===== config.mk =====
export PLATFORM = sky130hd
export DESIGN_NAME = mux_switch_sequencer_flat
export DESIGN_NICKNAME = d
export VERILOG_FILES = /design/src/rtl/mux_switch_sequencer_if.sv /design/src/rtl/mux_switch_sequencer.sv /design/src/flat_wrapper.sv
export SDC_FILE = /design/constraint.sdc
export NUM_CORES = 1
export LEC_CHECK = 0
export BUFFER_PORTS_ARGS = -buffer_cell sky130_fd_sc_hd__clkbuf_2
export CORE_ASPECT_RATIO = 2
export CORE_MARGIN = 4
export CORE_UTILIZATION = 57
export CTS_CLUSTER_DIAMETER = 100
export DETAILED_ROUTE_END_ITERATION = 10
export PLACE_DENSITY = 0.87
export SLEW_MARGIN = 20
export SYNTH_ARGS = -nofsm -noshare
export SYNTH_HDL_FRONTEND = slang
export SYNTH_SLANG_ARGS = --single-unit

===== constraint.sdc =====
create_clock -name wb_clk_i -period 2.63 [get_ports wb_clk_i]
set_input_delay 0 -clock wb_clk_i [delete_from_list [all_inputs] [get_ports wb_clk_i]]
set_output_delay 0 -clock wb_clk_i [all_outputs]
set_load 0.01 [all_outputs]

===== src/rtl/mux_switch_sequencer_if.sv =====
// Command side (LA strobe/select/flags, forced resets) and mux control side of the
// switch sequencer, bundled so the sequencer and its driver share one connection.
interface mux_switch_sequencer_if;
    logic       i_cmd_strobe;
    logic [3:0] i_cmd_sel;
    logic [2:0] i_cmd_flags;
    logic [7:0] i_force_reset;
    logic       mux_conf_clk;
    logic [3:0] o_mux_sel;
    logic       o_mux_sys_reset_enb;
    logic       o_mux_io5_reset_enb;
    logic       o_mux_auto_reset_enb;
    logic [7:0] o_design_reset;
    logic       o_busy;
    logic       o_cmd_dropped;
    logic [3:0] o_cur_sel;

    modport slave (
        input  i_cmd_strobe, i_cmd_sel, i_cmd_flags, i_force_reset,
        output mux_conf_clk, o_mux_sel, o_mux_sys_reset_enb, o_mux_io5_reset_enb,
               o_mux_auto_reset_enb, o_design_reset, o_busy, o_cmd_dropped, o_cur_sel
    );

    modport master (
        output i_cmd_strobe, i_cmd_sel, i_cmd_flags, i_force_reset,
        input  mux_conf_clk, o_mux_sel, o_mux_sys_reset_enb, o_mux_io5_reset_enb,
               o_mux_auto_reset_enb, o_design_reset, o_busy, o_cmd_dropped, o_cur_sel
    );
endinterface


===== src/rtl/mux_switch_sequencer.sv =====
// Turns one LA strobe into a glitch-safe design-mux switchover: hold resets, clock the
// new select/flags into the mux with a generated conf clock, hold, then release.
module mux_switch_sequencer #(
    parameter int unsigned RST_PRE     = 4,
    parameter int unsigned CONF_HALF   = 2,
    parameter int unsigned CONF_PULSES = 3,
    parameter int unsigned RST_POST    = 4,
    parameter logic [3:0]  RESET_SEL   = 4'hF
) (
    input  logic                    wb_clk_i,
    input  logic                    wb_rst_i,
    mux_switch_sequencer_if.slave   bus
);

    typedef enum logic [2:0] {IDLE, PRE, CONF_LO, CONF_HI, POST} state_e;

    state_e     state_q, state_d;
    logic [7:0] cnt_q, cnt_d;
    logic [3:0] pulse_q, pulse_d;
    logic       conf_clk_q, conf_clk_d;
    logic [3:0] mux_sel_q, mux_sel_d;
    logic [2:0] enb_q, enb_d;
    logic [3:0] cur_sel_q, cur_sel_d;
    logic [3:0] cap_sel_q, cap_sel_d;
    logic [2:0] cap_flags_q, cap_flags_d;
    logic       hold_q, hold_d;
    logic       busy_q, busy_d;
    logic       dropped_q, dropped_d;
    logic [2:0] sync_q;
    logic       strobe_rise;
    logic [3:0] pulse_inc;

    // sync_q[1] is the synchronized strobe; sync_q[2] is its previous value
    assign strobe_rise = sync_q[1] & ~sync_q[2];
    assign pulse_inc   = pulse_q + 4'd1;

    always_ff @(posedge wb_clk_i) begin
        if (wb_rst_i) begin
            state_q     <= IDLE;
            cnt_q       <= '0;
            pulse_q     <= '0;
            conf_clk_q  <= 1'b0;
            mux_sel_q   <= RESET_SEL;
            enb_q       <= '1;
            cur_sel_q   <= RESET_SEL;
            cap_sel_q   <= RESET_SEL;
            cap_flags_q <= '1;
            hold_q      <= 1'b0;
            busy_q      <= 1'b0;
            dropped_q   <= 1'b0;
            sync_q      <= '0;
        end else begin
            state_q     <= state_d;
            cnt_q       <= cnt_d;
            pulse_q     <= pulse_d;
            conf_clk_q  <= conf_clk_d;
            mux_sel_q   <= mux_sel_d;
            enb_q       <= enb_d;
            cur_sel_q   <= cur_sel_d;
            cap_sel_q   <= cap_sel_d;
            cap_flags_q <= cap_flags_d;
            hold_q      <= hold_d;
            busy_q      <= busy_d;
            dropped_q   <= dropped_d;
            sync_q      <= {sync_q[1:0], bus.i_cmd_strobe};
        end
    end

    always_comb begin
        state_d     = state_q;
        cnt_d       = cnt_q;
        pulse_d     = pulse_q;
        conf_clk_d  = conf_clk_q;
        mux_sel_d   = mux_sel_q;
        enb_d       = enb_q;
        cur_sel_d   = cur_sel_q;
        cap_sel_d   = cap_sel_q;
        cap_flags_d = cap_flags_q;
        hold_d      = hold_q;
        busy_d      = busy_q;
        dropped_d   = dropped_q;

        if (strobe_rise && state_q != IDLE) dropped_d = 1'b1;

        unique case (state_q)
            IDLE: begin
                if (strobe_rise) begin
                    state_d     = PRE;
                    cnt_d       = '0;
                    cap_sel_d   = bus.i_cmd_sel;
                    cap_flags_d = bus.i_cmd_flags;
                    hold_d      = 1'b1;
                    busy_d      = 1'b1;
                    dropped_d   = 1'b0;
                end
            end
            PRE: begin
                if (cnt_q == 8'(RST_PRE - 1)) begin
                    // select/flags change on CONF_LO entry so they lead the first rising edge
                    state_d   = CONF_LO;
                    cnt_d     = '0;
                    pulse_d   = '0;
                    mux_sel_d = cap_sel_q;
                    enb_d     = cap_flags_q;
                end else begin
                    cnt_d = cnt_q + 8'd1;
                end
            end
            CONF_LO: begin
                if (cnt_q == 8'(CONF_HALF - 1)) begin
                    state_d    = CONF_HI;
                    cnt_d      = '0;
                    conf_clk_d = 1'b1;
                end else begin
                    cnt_d = cnt_q + 8'd1;
                end
            end
            CONF_HI: begin
                if (cnt_q == 8'(CONF_HALF - 1)) begin
                    cnt_d      = '0;
                    pulse_d    = pulse_inc;
                    conf_clk_d = 1'b0;
                    state_d    = (pulse_inc < 4'(CONF_PULSES)) ? CONF_LO : POST;
                end else begin
                    cnt_d = cnt_q + 8'd1;
                end
            end
            POST: begin
                if (cnt_q == 8'(RST_POST - 1)) begin
                    state_d   = IDLE;
                    cnt_d     = '0;
                    hold_d    = 1'b0;
                    busy_d    = 1'b0;
                    cur_sel_d = cap_sel_q;
                end else begin
                    cnt_d = cnt_q + 8'd1;
                end
            end
            default: state_d = IDLE;
        endcase
    end

    assign bus.mux_conf_clk         = conf_clk_q;
    assign bus.o_mux_sel            = mux_sel_q;
    assign bus.o_mux_sys_reset_enb  = enb_q[2];
    assign bus.o_mux_io5_reset_enb  = enb_q[1];
    assign bus.o_mux_auto_reset_enb = enb_q[0];
    assign bus.o_design_reset       = {8{hold_q}} | bus.i_force_reset;
    assign bus.o_busy               = busy_q;
    assign bus.o_cmd_dropped        = dropped_q;
    assign bus.o_cur_sel            = cur_sel_q;

endmodule


===== src/flat_wrapper.sv =====
// flat-port wrapper written by rule: the top's interface ports become plain ports
module mux_switch_sequencer_flat 
#(
    parameter int unsigned RST_PRE     = 4,
    parameter int unsigned CONF_HALF   = 2,
    parameter int unsigned CONF_PULSES = 3,
    parameter int unsigned RST_POST    = 4,
    parameter logic [3:0]  RESET_SEL   = 4'hF
)
  (wb_clk_i, wb_rst_i, bus_i_cmd_strobe, bus_i_cmd_sel, bus_i_cmd_flags, bus_i_force_reset, bus_mux_conf_clk, bus_o_mux_sel, bus_o_mux_sys_reset_enb, bus_o_mux_io5_reset_enb, bus_o_mux_auto_reset_enb, bus_o_design_reset, bus_o_busy, bus_o_cmd_dropped, bus_o_cur_sel);
  mux_switch_sequencer_if bus_i ();
  input  logic wb_clk_i;
  input  logic wb_rst_i;
  input wire logic [$bits(bus_i.i_cmd_strobe)-1:0] bus_i_cmd_strobe;
  input wire logic [$bits(bus_i.i_cmd_sel)-1:0] bus_i_cmd_sel;
  input wire logic [$bits(bus_i.i_cmd_flags)-1:0] bus_i_cmd_flags;
  input wire logic [$bits(bus_i.i_force_reset)-1:0] bus_i_force_reset;
  output wire logic [$bits(bus_i.mux_conf_clk)-1:0] bus_mux_conf_clk;
  output wire logic [$bits(bus_i.o_mux_sel)-1:0] bus_o_mux_sel;
  output wire logic [$bits(bus_i.o_mux_sys_reset_enb)-1:0] bus_o_mux_sys_reset_enb;
  output wire logic [$bits(bus_i.o_mux_io5_reset_enb)-1:0] bus_o_mux_io5_reset_enb;
  output wire logic [$bits(bus_i.o_mux_auto_reset_enb)-1:0] bus_o_mux_auto_reset_enb;
  output wire logic [$bits(bus_i.o_design_reset)-1:0] bus_o_design_reset;
  output wire logic [$bits(bus_i.o_busy)-1:0] bus_o_busy;
  output wire logic [$bits(bus_i.o_cmd_dropped)-1:0] bus_o_cmd_dropped;
  output wire logic [$bits(bus_i.o_cur_sel)-1:0] bus_o_cur_sel;
  assign bus_i.i_cmd_strobe = bus_i_cmd_strobe;
  assign bus_i.i_cmd_sel = bus_i_cmd_sel;
  assign bus_i.i_cmd_flags = bus_i_cmd_flags;
  assign bus_i.i_force_reset = bus_i_force_reset;
  assign bus_mux_conf_clk = bus_i.mux_conf_clk;
  assign bus_o_mux_sel = bus_i.o_mux_sel;
  assign bus_o_mux_sys_reset_enb = bus_i.o_mux_sys_reset_enb;
  assign bus_o_mux_io5_reset_enb = bus_i.o_mux_io5_reset_enb;
  assign bus_o_mux_auto_reset_enb = bus_i.o_mux_auto_reset_enb;
  assign bus_o_design_reset = bus_i.o_design_reset;
  assign bus_o_busy = bus_i.o_busy;
  assign bus_o_cmd_dropped = bus_i.o_cmd_dropped;
  assign bus_o_cur_sel = bus_i.o_cur_sel;
  mux_switch_sequencer #(.RST_PRE(RST_PRE), .CONF_HALF(CONF_HALF), .CONF_PULSES(CONF_PULSES), .RST_POST(RST_POST), .RESET_SEL(RESET_SEL)) u_core (.wb_clk_i(wb_clk_i), .wb_rst_i(wb_rst_i), .bus(bus_i));
endmodule

## Yosys cells after proc, flatten, opt, wreduce, memory -nomap -nowiden

Index checks and enable logic that the tools add are counted.
W data, S select, Z words.

| word-level totals | value |
|---|---|
| register bits after elaboration | 39 |
| bits of input ports | 18 |
| output and inout port bits | 22 |
| logic and storage cells | 69 |

| cells by class | value |
|---|---|
| add/sub/neg operators | 2 |
| magnitude comparators | 1 |
| equality and inequality tests | 11 |
| mux-type cells | 23 |
| bitwise logic cells | 3 |
| reductions and logical operators | 17 |

Operators by type and width:

| kind | count |
|---|---|
| $mux W8 | 3 |
| $pmux W8 S3 | 1 |
| $mux W3 | 6 |
| $pmux W3 S5 | 1 |
| $ne A2 B1 Y1 const B | 5 |
| $reduce_and A3 Y1 | 3 |
| $add A8 B1 Y8 const B | 1 |
| $eq A8 B1 Y1 const B | 1 |
| $eq A8 B2 Y1 const B | 1 |
| $mux W4 | 2 |
| $or A8 B8 Y8 | 1 |
| $pmux W4 S2 | 1 |
| $reduce_and A2 Y1 | 4 |
| $mux W1 | 7 |
| $eq A3 B2 Y1 const B | 2 |
| $reduce_bool A2 Y1 | 3 |
| $reduce_bool A3 Y1 | 2 |
| $reduce_and A5 Y1 | 1 |
| $add A4 B1 Y4 const B | 1 |
| $lt A4 B2 Y1 const B | 1 |
| $pmux W1 S2 | 2 |
| $reduce_or A2 Y1 | 2 |
| $eq A3 B1 Y1 const B | 1 |
| $eq A3 B3 Y1 const B | 1 |
| other kinds (4) | 4 |

## Logic depth before layout (Yosys ltp)

| logic depth | value |
|---|---|
| depth in word-level cells | 6 |
| depth in mapped cells | 7 |

## Least setup slack after synthesis

No wires, ideal clock.

| path | value |
|---|---|
| kind | reg-to-reg |
| start | reg u_core.cnt_q[0] |
| end | reg u_core.pulse_q[3] |
| setup time | 0.128 ns |
| data arrival time | 1.426 ns |
| required time | 2.502 ns |
| setup slack | 1.077 ns |
| stages on the path, launching flop included | 8 |
| period minus slack after synthesis | 1.553 ns |
| cells stage by stage | dfxtp_1 -> ha_1 -> nor2b_1 -> nand4_1 -> buf_2 -> a32o_1 -> a21oi_1 -> nor2_1 |

| on the way | value |
|---|---|
| longest elaborated chain between the ends | 3 |

Ends and longest elaborated chain:

| item | line | source |
|---|---|---|
| start: declaration | mux_switch_sequencer.sv:18 | `logic [7:0] cnt_q, cnt_d;` |
| start signal: assignment | mux_switch_sequencer.sv:54 | `cnt_q <= cnt_d;` |
| $eq A8 B2 Y1 or $eq A8 B1 Y1 (tied branches) | mux_switch_sequencer.sv:98, mux_switch_sequencer.sv:119 |  |
| $ne A2 B1 Y1 (no line) | -- |  |
| $reduce_and A3 Y1 (no line) (*) | -- |  |
| end signal: assignment | mux_switch_sequencer.sv:55 | `pulse_q <= pulse_d;` |
| end: declaration | mux_switch_sequencer.sv:19 | `logic [3:0] pulse_q, pulse_d;` |

Every way passes the cells marked *; elsewhere a longest branch is shown, timed or not.
A chain may end at the register's enable or synchronous reset.

## Worst setup path after layout

| path | value |
|---|---|
| start | reg u_core.state_q[1] |
| end | reg u_core.state_q[2] |

| on the way | value |
|---|---|
| longest elaborated chain between the ends | 3 |

Ends and longest elaborated chain:

| item | line | source |
|---|---|---|
| start: declaration | mux_switch_sequencer.sv:17 | `state_e state_q, state_d;` |
| start signal: assignment | mux_switch_sequencer.sv:53 | `state_q <= state_d;` |
| $eq A3 B3 Y1 (tied with other cells) | mux_switch_sequencer.sv:85 | `unique case (state_q)` |
| $ne A2 B1 Y1 (no line) | -- |  |
| $reduce_and A5 Y1 (no line) | -- |  |

Parallel ways exist; a longest one is shown, timed or not.

==> qor.tcl <==
set qor(max_freq_mhz) 510
set qor(share_of_synthesized_registers_carrying_an_async_set_or_reset_pct) 0
set qor(drtIter0Drc) 32
set qor(tritoncts_num_sinks) 39
set qor(htreeDepth) 2
set qor(data_required_time_of_the_critical_path_ns) 2.82
set qor(drt-wirelength-per-cell_um) 15.4
set qor(finalMaxSlewViolations) 0
set qor(tritoncts.num_buffers) 5
set qor(holdPathStages) 2
set qor(synth_top_cell_by_area) {sky130_fd_sc_hd__dfxtp_1}
set qor(synth_area_mm2) 0.00182
set qor(timing.max_cap.violations) 0
set qor(core.rowCount) 28
set qor(synth.ff_latch_count) 39
set qor(die_w_um) 47.9
set qor(share_of_synthesized_cell_area_in_and_or_nand_and_nor_gates_pct) 27.0
set qor(routed-via-count) 1604
set qor(area_of_the_core_region_mm2) 0.00301
set qor(drt-vias-per-instance) 5.75
set qor(fin_setup_tns_ns) 0
set qor(antenna-diode-count) 0
set qor(post-synth-top-count-cell) {sky130_fd_sc_hd__dfxtp_1}
set qor(sequentialPowerShare_pct) 47.1
set qor(grt_overflow) 0
set qor(num-nets-final) 270
set qor(place.port_buffers) 39
set qor(r2r.worst_path.cells) 5
set qor(synth.distinct_cells) 43
set qor(max_slew_headroom_at_the_worst_pin_pct) 46.6
set qor(combinational_family_with_the_most_area_after_synthesis) {simple AND/OR/NAND/NOR gates}
set qor(area_growth_pct) 22.5
set qor(adder_cell_fraction_of_synth_area_pct) 2.75
set qor(p_clk_share_pct) 46.4
set qor(gp_routability_congestion) 0.823
set qor(drt-total-wl_um) 4290
set qor(yosys.area_share.xor_xnor_pct) 0
set qor(setup_slack_of_the_most_critical_reg_to_reg_path_ns) 0.67
set qor(worst_skew_late_latency_ns) 0.29
set qor(antenna_found_initial) 0
set qor(grt_pass1_wl_um) 7590
set qor(cts_tree) {done}
set qor(worst_ir_drop_vdd_mv) 0.461
set qor(yosysWarnings) 0
set qor(synth_top_area_share_pct) 43.0
set qor(synthFlopType) {sky130_fd_sc_hd__dfxtp_1}
set qor(synth_compound_area_share_pct) 12.5
set qor(dp.final_hpwl_um) 2880
set qor(max_slew.worst_pin.slew_ns) 0.795
set qor(track_usage_pct) 24.5
set qor(crit_path_max_fanout) 16
set qor(floorplan.initialDensity_pct) 60.3
set qor(post_synth_most_frequent_cells) {39 x sky130_fd_sc_hd__dfxtp_1, 38 x sky130_fd_sc_hd__nand2_1, 19 x sky130_fd_sc_hd__mux2i_1}
set qor(firstDrtPassIters) 5
set qor(endpoints_failing_hold) 0
set qor(switching_share_pct) 20.8
set qor(worst_slack_ns) 0.669
set qor(startpoint_type) {flop}
set qor(yosysSeqAreaShare_pct) 43.0
set qor(post-cts-setup-buffer-count) 0
set qor(cts.clk_slew.worst_paths_ns) 0.08
set qor(setup_viol) 0
set qor(syn_avg_cell_area_um2) 9.04
set qor(outcome) {finished clean}
set qor(post-route-drc-count) 0
set qor(first_global_vias) 1665
set qor(p_sw_w) 0.000267
set qor(cts-root-to-sink-buffers) 2
set qor(die_height_um) 87.8
set qor(die_area_mm2) 0.00421
set qor(cell_count_after_synthesis) 201
set qor(holdCritPathClass) {in -> reg}
set qor(synth_nets) 223
set qor(finalCritPeriodShare_pct) 74.6
set qor(power.combinational.fraction_pct) 6.5
set qor(cp.arrival_ns) 2.15
set qor(dp_slack_ns) 0.730
set qor(critical_path.endpoint_type) {flop}
set qor(drt.antenna.violating_nets) 0
set qor(cts.root.buffer_cell) {sky130_fd_sc_hd__clkbuf_8}
set qor(synth.area.top_cells) {sky130_fd_sc_hd__dfxtp_1 43%, sky130_fd_sc_hd__mux2i_1 10%, sky130_fd_sc_hd__nand2_1 7.9%, sky130_fd_sc_hd__or2_2 3.4%, sky130_fd_sc_hd__nor2_1 3.1%}
set qor(finalClockSkew_ns) 0.00617
set qor(design.portCount) 40
set qor(period_needed_ns) 1.96
set qor(grt_max_degree) 22
set qor(criticalPathCategory) {reg -> reg}
set qor(muxShareOfSynthArea_pct) 11.1
set qor(final_layout_size_suffix_gt1_share_pct) 26.1
set qor(standby_leakage_power_nw) 0.979
set qor(power_per_cell_area_mw_per_mm2) 578
set qor(synth_edf_count) 0
set qor(rsz_0062_raised_after_global_routing) {no}
set qor(internal-power_w) 0.00102
-- registers in the layout, indices dropped and copies added, names as in the netlist, named ones only --
signal,count
u_core.bus.o_cur_sel,4
u_core.bus.o_mux_sel,4
u_core.bus.mux_conf_clk,1
u_core.sync_q,3
u_core.cap_flags_q,3
u_core.state_q,3
u_core.pulse_q,4
u_core.cnt_q,8
u_core.cap_sel_q,4
u_core.enb_q,3
u_core.hold_q,1
-- layout make-up --
cell class	count	area, um2
Inverter	5	18.8
Clock inverter	3	67.6
Tap cell	30	37.5
Fill cell	206	788
Sequential cell	39	781
Multi-Input combinational cell	149	968
Timing Repair Buffer	48	283
Clock buffer	5	68.8
-- worst max-delay path, stage by stage (launching register included) --
cell and delay (ns):
sky130_fd_sc_hd__dfxtp_1 0.45, sky130_fd_sc_hd__o21ai_1 0.33, sky130_fd_sc_hd__inv_2 0.08, sky130_fd_sc_hd__o32ai_4 0.61, sky130_fd_sc_hd__and2b_1 0.25, sky130_fd_sc_hd__o21a_1 0.15
-- placed cells by master (no fill, tap or decap), types with 3 or more instances in the layout --
master | synthesis | routed
sky130_fd_sc_hd__nor2b_1 | 7 | 7
sky130_fd_sc_hd__dlygate4sd3_1 | 0 | 8
sky130_fd_sc_hd__clkbuf_8 | 0 | 5
sky130_fd_sc_hd__nor2_1 | 15 | 15
sky130_fd_sc_hd__nand2_1 | 38 | 38
sky130_fd_sc_hd__nand4_1 | 3 | 3
sky130_fd_sc_hd__a21oi_1 | 6 | 6
sky130_fd_sc_hd__inv_1 | 3 | 3
sky130_fd_sc_hd__nand3_1 | 7 | 7
sky130_fd_sc_hd__clkbuf_2 | 0 | 39
sky130_fd_sc_hd__or2_2 | 10 | 10
sky130_fd_sc_hd__mux2i_1 | 19 | 19
sky130_fd_sc_hd__a31oi_1 | 5 | 5
sky130_fd_sc_hd__ha_1 | 4 | 4
sky130_fd_sc_hd__dfxtp_1 | 39 | 39
sky130_fd_sc_hd__nor3_1 | 3 | 3
-- timing repair --
item | CTS | global route
hold endpoints to repair | 8 | 0
hold buffers | 8 | 0
gates resized for setup | 0 | 0
-- stage by stage --
stage	hold WS, ns	cells	util (%)	cell area (um2)	power (W)
finish	0.185	279	73.8	2220	0.00129
global route	0.226	279	73.8	2220	0.00132
CTS	0.192	279	73.8	2220	0.00129
detailed placement	0.222	263	66.7	2010	0.000693
global placement	0.214	263	66.7	2010	0.000691
floorplan	0.104	201	-	1820	0.000663
-- metal layers --
metal	GRT usage, %	share of wire [%]
met1	28.0	37
met2	41.9	57
met4	10.8	2.5
met5	0	0
met3	4.53	3.4
-- final timing paths --
kind | from | end
max | u_core.state_q[1] | u_core.state_q[2]
min | wb_rst_i | u_core.cnt_q[7]
max reg2reg | u_core.state_q[1] | u_core.state_q[2]
min reg2reg | u_core.sync_q[0] | u_core.sync_q[1]
-- kinds of logic after synthesis --
logic type	count (synthesis)
simple gates	95
buf+inv	13
compound gates	30
mux	20
flops	39
fa+ha+maj	4
-- power groups by stage --
stage                     clock, W  sequential, W  combinational (W)
final                     0.000596       0.000605          0.0000839
after CTS                 0.000603       0.000605          0.0000831
after detailed placement         0       0.000619          0.0000738
after global routing      0.000623       0.000607          0.0000931
after floorplan                  0       0.000617          0.0000460
after global placement           0       0.000619          0.0000721
(Power assumes the default switching activity.)
